[src/rtl/mem_arb_pkg.sv]
// Shared types and defaults for the instruction/data memory port arbiter.
package mem_arb_pkg;

   localparam int ADDR_W_DEF         = 32;
   localparam int DATA_W_DEF         = 32;
   localparam int TIMEOUT_CYCLES_DEF = 16;
   localparam int STARVE_LIMIT_DEF   = 4;
   localparam int CNT_W              = 8;

   typedef enum logic [1:0] {
      IDLE  = 2'd0,
      DATA  = 2'd1,
      FETCH = 2'd2,
      DONE  = 2'd3
   } arb_state_e;

endpackage

[src/rtl/arb_wait_timer.sv]
// Bus wait counter: cleared outside an access, counts access cycles and flags
// expiry on the TIMEOUT_CYCLES-th cycle without an acknowledge.
module arb_wait_timer
   import mem_arb_pkg::*;
#(
   parameter int TIMEOUT_CYCLES = TIMEOUT_CYCLES_DEF
) (
   input  logic clk,
   input  logic reset,
   input  logic clear_i,
   input  logic count_i,
   output logic expire_o
);

   logic [CNT_W-1:0] count_q, count_d;

   // count_q is the number of access cycles already elapsed before this one
   assign expire_o = count_i && (count_q == CNT_W'(TIMEOUT_CYCLES - 1));

   always_comb begin
      count_d = count_q;
      if (clear_i) begin
         count_d = '0;
      end else if (count_i && !expire_o) begin
         count_d = count_q + 1'b1;
      end
   end

   always_ff @(posedge clk) begin
      if (reset) begin
         count_q <= '0;
      end else begin
         count_q <= count_d;
      end
   end

endmodule

[src/rtl/mem_port_arbiter.sv]
// Arbitrates a fetch port and a data port onto one shared memory bus.
// Optional fetch starvation guard is enabled by defining ARB_STARVE_GUARD_EN.
module mem_port_arbiter
   import mem_arb_pkg::*;
#(
   parameter int ADDR_W         = ADDR_W_DEF,
   parameter int DATA_W         = DATA_W_DEF,
   parameter int TIMEOUT_CYCLES = TIMEOUT_CYCLES_DEF,
   parameter int STARVE_LIMIT   = STARVE_LIMIT_DEF
) (
   input  logic              clk,
   input  logic              reset,
   input  logic              if_req_i,
   input  logic [ADDR_W-1:0] if_addr_i,
   output logic [DATA_W-1:0] if_rdata_o,
   output logic              if_ready_o,
   input  logic              dm_req_i,
   input  logic              dm_we_i,
   input  logic [ADDR_W-1:0] dm_addr_i,
   input  logic [DATA_W-1:0] dm_wdata_i,
   output logic [DATA_W-1:0] dm_rdata_o,
   output logic              dm_ready_o,
   output logic              bus_req_o,
   output logic              bus_we_o,
   output logic [ADDR_W-1:0] bus_addr_o,
   output logic [DATA_W-1:0] bus_wdata_o,
   input  logic [DATA_W-1:0] bus_rdata_i,
   input  logic              bus_ack_i,
   output logic              stall_o,
   output logic              err_o,
   output arb_state_e        state_o
);

   // Handshake: a port holds req (and its address/data) until its ready pulses
   // for one cycle; the bus holds req and payload stable until ack (or timeout).

   if (TIMEOUT_CYCLES < 2 || TIMEOUT_CYCLES > 255) begin : g_bad_timeout
      $error("TIMEOUT_CYCLES outside 2..255");
   end
   if (STARVE_LIMIT < 1 || STARVE_LIMIT > 255) begin : g_bad_starve
      $error("STARVE_LIMIT outside 1..255");
   end

   arb_state_e        state_q, state_d;
   logic [ADDR_W-1:0] addr_q, addr_d;
   logic [DATA_W-1:0] wdata_q, wdata_d;
   logic [DATA_W-1:0] if_rdata_q, if_rdata_d;
   logic [DATA_W-1:0] dm_rdata_q, dm_rdata_d;
   logic              we_q, we_d;
   logic              grant_data_q, grant_data_d;
   logic              err_q, err_d;
   logic              busy, expire, starve_hit, take_data, take_fetch;

   assign busy = (state_q == DATA) || (state_q == FETCH);

`ifdef ARB_STARVE_GUARD_EN
   logic [CNT_W-1:0] starve_q, starve_d;

   assign starve_hit = if_req_i && (starve_q >= CNT_W'(STARVE_LIMIT));

   always_comb begin
      starve_d = starve_q;
      if (state_q == IDLE) begin
         if (take_data && if_req_i && (starve_q != '1)) begin
            starve_d = starve_q + 1'b1;
         end else if (take_fetch) begin
            starve_d = '0;
         end
      end
   end

   always_ff @(posedge clk) begin
      if (reset) begin
         starve_q <= '0;
      end else begin
         starve_q <= starve_d;
      end
   end
`else
   assign starve_hit = 1'b0;
`endif

   assign take_data  = dm_req_i && !starve_hit;
   assign take_fetch = if_req_i && !take_data;

   arb_wait_timer #(
      .TIMEOUT_CYCLES(TIMEOUT_CYCLES)
   ) u_wait_timer (
      .clk     (clk),
      .reset   (reset),
      .clear_i (!busy),
      .count_i (busy),
      .expire_o(expire)
   );

   always_comb begin
      state_d      = state_q;
      addr_d       = addr_q;
      wdata_d      = wdata_q;
      we_d         = we_q;
      grant_data_d = grant_data_q;
      err_d        = err_q;
      if_rdata_d   = if_rdata_q;
      dm_rdata_d   = dm_rdata_q;
      case (state_q)
         IDLE: begin
            err_d = 1'b0;
            if (take_data) begin
               state_d      = DATA;
               grant_data_d = 1'b1;
               addr_d       = dm_addr_i;
               we_d         = dm_we_i;
               wdata_d      = dm_wdata_i;
            end else if (take_fetch) begin
               state_d      = FETCH;
               grant_data_d = 1'b0;
               addr_d       = if_addr_i;
               we_d         = 1'b0;
               wdata_d      = '0;
            end
         end
         DATA, FETCH: begin
            // Ack takes precedence over a timeout expiring in the same cycle
            if (bus_ack_i) begin
               state_d = DONE;
               err_d   = 1'b0;
               if (state_q == FETCH) begin
                  if_rdata_d = bus_rdata_i;
               end else if (!we_q) begin
                  dm_rdata_d = bus_rdata_i;
               end
            end else if (expire) begin
               state_d = DONE;
               err_d   = 1'b1;
               if (state_q == FETCH) begin
                  if_rdata_d = '0;
               end else if (!we_q) begin
                  dm_rdata_d = '0;
               end
            end
         end
         DONE: begin
            state_d = IDLE;
         end
         default: begin
            state_d = IDLE;
         end
      endcase
   end

   always_ff @(posedge clk) begin
      if (reset) begin
         state_q      <= IDLE;
         addr_q       <= '0;
         wdata_q      <= '0;
         we_q         <= 1'b0;
         grant_data_q <= 1'b0;
         err_q        <= 1'b0;
         if_rdata_q   <= '0;
         dm_rdata_q   <= '0;
      end else begin
         state_q      <= state_d;
         addr_q       <= addr_d;
         wdata_q      <= wdata_d;
         we_q         <= we_d;
         grant_data_q <= grant_data_d;
         err_q        <= err_d;
         if_rdata_q   <= if_rdata_d;
         dm_rdata_q   <= dm_rdata_d;
      end
   end

   assign bus_req_o   = busy;
   assign bus_we_o    = (state_q == DATA) && we_q;
   assign bus_addr_o  = addr_q;
   assign bus_wdata_o = wdata_q;
   assign if_ready_o  = (state_q == DONE) && !grant_data_q;
   assign dm_ready_o  = (state_q == DONE) && grant_data_q;
   assign err_o       = (state_q == DONE) && err_q;
   assign if_rdata_o  = if_rdata_q;
   assign dm_rdata_o  = dm_rdata_q;
   assign stall_o     = (if_req_i && !if_ready_o) || (dm_req_i && !dm_ready_o);
   assign state_o     = state_q;

endmodule

[config.mk]
export PLATFORM = sky130hd
export DESIGN_NAME = mem_port_arbiter
export DESIGN_NICKNAME = d
export VERILOG_FILES = /design/src/rtl/mem_arb_pkg.sv /design/src/rtl/arb_wait_timer.sv /design/src/rtl/mem_port_arbiter.sv
export SDC_FILE = /design/constraint.sdc
export NUM_CORES = 1
export LEC_CHECK = 0
export CORE_MARGIN = 2
export CORE_UTILIZATION = 32
export CTS_BUF_LIST = sky130_fd_sc_hd__clkbuf_4 sky130_fd_sc_hd__clkbuf_8 sky130_fd_sc_hd__clkbuf_16
export CTS_CLUSTER_DIAMETER = 100
export DETAILED_ROUTE_END_ITERATION = 6
export HOLD_SLACK_MARGIN = 0.02
export PLACE_DENSITY = 0.66
export SLEW_MARGIN = 40
export SYNTH_ARGS = -nofsm -noshare
export SYNTH_HDL_FRONTEND = slang
export SYNTH_HIERARCHICAL = 1
export SYNTH_SLANG_ARGS = --single-unit
[constraint.sdc]
create_clock -name clk -period 2.9 [get_ports clk]
set_input_delay 0.435 -clock clk [delete_from_list [all_inputs] [get_ports clk]]
set_output_delay 0.435 -clock clk [all_outputs]
set_load 0.01 [all_outputs]
======== Yosys cells after proc, flatten, opt, wreduce, memory -nomap -nowiden ========
Cells that the tools add are included.
storage, ports and cells
  bits in registers ....................... 141
  bits in latches ......................... 0
  RAM bits ................................ 0
  ROM bits ................................ 0
  output and inout bits ................... 136
  word-level logic and storage cells ...... 71
  memories ................................ 0
operators by class
  add/subtract/negate cells ............... 1
  multipliers ............................. 0
  divide/modulo/power cells ............... 0
  order comparisons ....................... 0
  equal/unequal tests ..................... 6
  shift operators ......................... 0
  muxes and demuxes ....................... 25
  bitwise gates (word level) .............. 3
  reductions and logical operators ........ 27
operator list
  cell                                                                    number
  32-bit two-way mux                                                      14
  1-bit logical AND                                                       9
  8-bit by 1-bit adder with 8-bit output (second input constant)          1
  8-bit by 4-bit equality test with 1-bit output (second input constant)  1
  2-bit two-way mux                                                       4
  2-bit case mux with 3 select lines                                      1
  2-bit AND reduction                                                     3
  2-bit nonzero test                                                      3
  1-bit logical NOT                                                       5
  1-bit two-way mux                                                       5
  2-bit equality test (second input constant)                             2
  4-bit AND reduction                                                     1
  2-bit OR reduction                                                      2
  3-bit by 2-bit != test with 1-bit output (second input constant)        1
  3-bit != test (second input constant)                                   1
  1-bit NOT                                                               3
  3-bit AND reduction                                                     1
  2-bit by 1-bit equality test with 1-bit output (second input constant)  1
  2-bit logical NOT                                                       1
  1-bit logical OR                                                        2
  1-bit case mux with 2 select lines                                      1

======== Depth between registers and ports, before layout ========
  depth after elaboration ................. 6
  mapped depth ............................ 9
  gate-level depth less buffers ........... 7

======== Cells and area by module ========
The synthesis kept the hierarchy.
modules (own cells, without submodules)
  module            times used  cells an instance  area an instance (µm²)
  mem_port_arbiter  1           542                5134.9
  arb_wait_timer    1           47                 409.1

======== Least setup slack after synthesis ========
Ideal clock, no wire load.
  path kind ............................... reg-to-reg
  start point ............................. register state_q[0] (netlist: state_o[0])
  end point ............................... register dm_rdata_q[10] (netlist: dm_rdata_o[10])
  data arrival time ....................... 2208 ps
  required time ........................... 2780 ps
  slack ................................... 573 ps
  cell stages (with the launch flop) ...... 10
  buffers on the path ..................... 2
  clock period less this slack ............ 2327 ps
  cell sequence ........................... dfxtp_1 > inv_1 > ha_1 > nand4_1 > nor2_1 > o21ai_1 > or3_1 > buf_6 > buf_6 > mux2i_1
between the ends
  word-level cells in the longest chain between the ends .. 5
  elaborated cells on any way between the ends .. 8
  those cells by class .................... eq/ne: 2; bitwise: 1; reduce/logical: 5
ends and longest elaborated chain
  element                                                                                line                     text
  from (decl)                                                                            mem_port_arbiter.sv:44   arb_state_e state_q, state_d;
  from (signal assigned)                                                                 mem_port_arbiter.sv:162  state_q <= state_d;
  2-bit by 1-bit equality test with 1-bit output or 2-bit equality test (tied branches)  mem_port_arbiter.sv:54   assign busy = (state_q == DATA) || (state_q == FETCH);
  1-bit logical OR (*)                                                                   mem_port_arbiter.sv:54
  named net bus_req_o                                                                    mem_port_arbiter.sv:23   output logic bus_req_o,
  1-bit logical AND (*)                                                                  arb_wait_timer.sv:18     assign expire_o = count_i && (count_q == CNT_W'(TIMEOUT_CYCLES - 1));
  named net expire                                                                       mem_port_arbiter.sv:52   logic busy, expire, starve_hit, take_data, take_fetch;
  2-bit nonzero test (no line) (*)                                                       n/a
  4-bit AND reduction (no line) (*)                                                      n/a
  to (signal assigned)                                                                   mem_port_arbiter.sv:169  dm_rdata_q <= dm_rdata_d;
  to (decl)                                                                              mem_port_arbiter.sv:48   logic [DATA_W-1:0] dm_rdata_q, dm_rdata_d;
The timed path passes the listed nets; every way through them passes the cells marked *.
A chain may end at the register's enable or synchronous reset.

======== Final worst setup path ========
  start point ............................. register state_q[0] (netlist: state_o[0])
  end point ............................... register dm_rdata_q[30] (netlist: dm_rdata_o[30])
between the ends
  word-level cells in the longest chain between the ends .. 5
  elaborated cells on any way between the ends .. 8
  those cells by class .................... eq/ne: 2; bitwise: 1; reduce/logical: 5
ends and longest elaborated chain
  element                                                                                line
  2-bit by 1-bit equality test with 1-bit output or 2-bit equality test (tied branches)  mem_port_arbiter.sv:54
  1-bit logical OR (*)                                                                   mem_port_arbiter.sv:54
  1-bit logical AND (*)                                                                  arb_wait_timer.sv:18
  named net expire                                                                       mem_port_arbiter.sv:52
  2-bit nonzero test (no line) (*)                                                       n/a
  4-bit AND reduction (no line) (*)                                                      n/a
Marked as above.

==> out/results.ini <==
[routing]
wirelength_mm = 16.8
dr.pass1.iters = 5
vias_per_cell = 4.77
route.detailed.drc = 0
vias = 5141
dr.first_iter.drc_count = 180
drtAntennaViolNets = 0
wl_per_cell_um = 15.6

[worst_setup_path]
cp-start-kind = flop
path_max_fanout = 32
slowest_stage = or3_2
worstPathArrival_ns = 2.70
slowest_delay_ns = 0.40
critPathCaptureType = flop
path_class = reg2reg
path_cells = inv_1 -> ha_1 -> nand4_1 -> nor2_1 -> o21ai_1 -> or3_2 -> buf_4 -> mux2i_1
crit_required_ns = 3.17

[synthesis]
yosys_register_bits = 141
ys_async_sr_fraction = 0
ys_warn_count = 6
synth_mux_area_frac = 0.121
synthCells = 589
synth_ff_type = dfxtp_1
synth_top_area_frac = 0.509
syn_area_um2 = 5540
ys_types = 39
yosysSeqAreaShare = 0.509
synth-compound-area-share = 0.146
synth_top_cell_by_area = dfxtp_1
synth_area_leaders = dfxtp_1 51%, mux2i_1 12%, nand3_1 5.9%
synthesis.nets = 728
synth_simple_gate_area_frac = 0.162
synthXorXnorAreaFrac = 0
synthAdderAreaFrac = 0.0113
synth_edf_count = 0
synth_top_family_by_area = simple AND/OR/NAND/NOR gates
synth_area_per_cell_um2 = 9.41

[timing]
drv_slew = 0
fmax_mhz = 412
hold_viol = 0
tightest_slew_ns = 0.807
rsz0062_at_grt = no
setup_viol = 0
skew_ns = 0.00907
post-route-period-util = 0.836
slew_headroom = 0.462
finalCriticalPeriod_ns = 2.43
fin_tns_setup_ns = 0

[floorplan]
die_h_um = 136
pin_count = 270
die_area_um2 = 18400
rows = 48
start_util = 0.324
core-area_um2 = 17100
die-width_um = 136

[clocking]
clock_latency_ns = 0.42
clockBufferDepth = 2
htreeDepth = 4
ctsHoldBuffers = 0
cts_sinks = 141
cts_setup_buffers = 0
cts_root_buf = clkbuf_16
cts_tree = yes
clkTransAtPathRegs_ns = 0.06
cts_made_buffers = 17
ctsResizeCount = 0

[flow_run]
cap_violations = 0

[cells_and_area]
antenna_cells = 0
drive_above_1_share = 0.0681
stdcell_count = 1077
finalCoreUtilization = 0.524
multi_input_area_um2 = 2450
fill_cells = 1609
seqCellArea_um2 = 2820
nets = 979
design_area_um2 = 8970
area_growth_pct = 61.8

[grt]
grt_use_total = 0.182
grt_pass1_wl_mm = 26.0
grt_max_degree = 71
first_global_vias = 4911
antenna_found_initial = 0
overflow = 0

[hold_path]
min_path_type = reg2reg

[place]
dp.cells = 1046
post_dp_cell_area_um2 = 8410
dp_hpwl_mm = 11.9
io_buffers = 269
gp_congestion = 0.725

[pwr]
power_density_nw_per_um2 = 790
leakagePower_nw = 3.48
peakVddDrop_mv = 0.415
finalPower_mw = 7.09

[outcome]
outcome = finished clean

-- report_power, final --
group	switching [mW]	internal [mW]	total, mW	leakage, nW
clock	0.856	1.21	2.07	0.269
combinational	1.28	1.28	2.56	2.07
sequential	0.184	2.27	2.46	1.15
total	2.32	4.77	7.09	3.48
-- path summary, 6_finish.rpt --
kind	start	endpoint	slack [ns]	cells past startpoint
worst min register to register	dm_rdata_o[24]	dm_rdata_o[24]	0.46	2
worst max-delay path	state_o[0]	dm_rdata_o[30]	0.47	8
worst min-delay path	dm_rdata_o[24]	dm_rdata_o[24]	0.46	2
worst max register to register	state_o[0]	dm_rdata_o[30]	0.47	8
-- Yosys cell counts (all sizes together), types with 2 or more instances --
cell / number
mux2i: 67
nor3b: 2
nand2: 40
buf: 28
nor2b: 2
or3: 5
dfxtp: 141
nor2: 70
ha: 5
clkbuf: 23
a211oi: 32
inv: 7
and2: 4
o21ai: 40
a21oi: 8
nand3: 67
a22oi: 33
o311a: 2
-- per-stage QoR --
stage	setup WS (ns)	hold WS, ns
final	0.474	0.457
after global routing	0.284	0.474
after CTS	0.471	0.461
after detailed placement	0.476	0.453
after global placement	0.539	0.445
after floorplan	0.573	0.445
-- cells in the final DEF, fill, tap and decap left out, types with 2 or more instances in the layout --
cell type / instances
nor2b_1: 2
clkinvlp_4: 3
or3_2: 3
a21oi_1: 8
or3_1: 2
inv_6: 2
nand2_1: 40
nor2_1: 70
buf_12: 3
nor3b_1: 2
mux2i_1: 67
nand3_2: 2
nand3_1: 65
buf_4: 11
inv_1: 6
o21ai_0: 38
clkbuf_16: 17
o311a_1: 2
and2_1: 4
ha_1: 5
dfxtp_1: 141
clkinv_4: 4
clkdlybuf4s50_1: 267
clkinv_2: 2
buf_2: 2
a22oi_1: 33
a211oi_1: 32
-- sequential cells by signal, indices dropped and copies added (netlist names) --
name                  flops
bus_addr_o               32
bus_wdata_o              32
dm_rdata_o               32
err_q                     1
grant_data_q              1
if_rdata_o               32
state_o                   2
u_wait_timer/count_q      8
we_q                      1
-- critical path: cells and delay by family, from the launching register on --
family	cells	cell delay (ns)
AO/OA/AOI/OAI	1	0.08
adder cells (fa/ha/maj)	1	0.30
multiplexers	1	0.19
flip-flops	1	0.37
buffers and inverters	2	0.40
AND/OR/NAND/NOR	3	0.92
-- cell families after synthesis --
kind of cell	Yosys count
AO/OA/AOI/OAI	122
adder cells (fa/ha/maj)	5
buffers and inverters	58
flip-flops	141
multiplexers	67
AND/OR/NAND/NOR	196
-- cell type report --
class / count / area share
flip-flops and latches: 141 / 0.315
well taps: 225 / 0.0314
clock inverters: 12 / 0.0128
inverters: 7 / 0.00293
clock buffers: 19 / 0.0498
multi-input cells: 390 / 0.274
repair buffers: 283 / 0.315
-- layer usage --
| layer | global-route usage | wire length, um | vias to the layer above |
|---|---|---|---|
| li1 | - | - | 2594 |
| met5 | 0 | 0 | - |
| met4 | 0.0637 | 247 | 0 |
| met1 | 0.222 | 7070 | 2304 |
| met3 | 0.0887 | 2090 | 16 |
| met2 | 0.281 | 7420 | 227 |
Power figures use the tool's default switching activity.
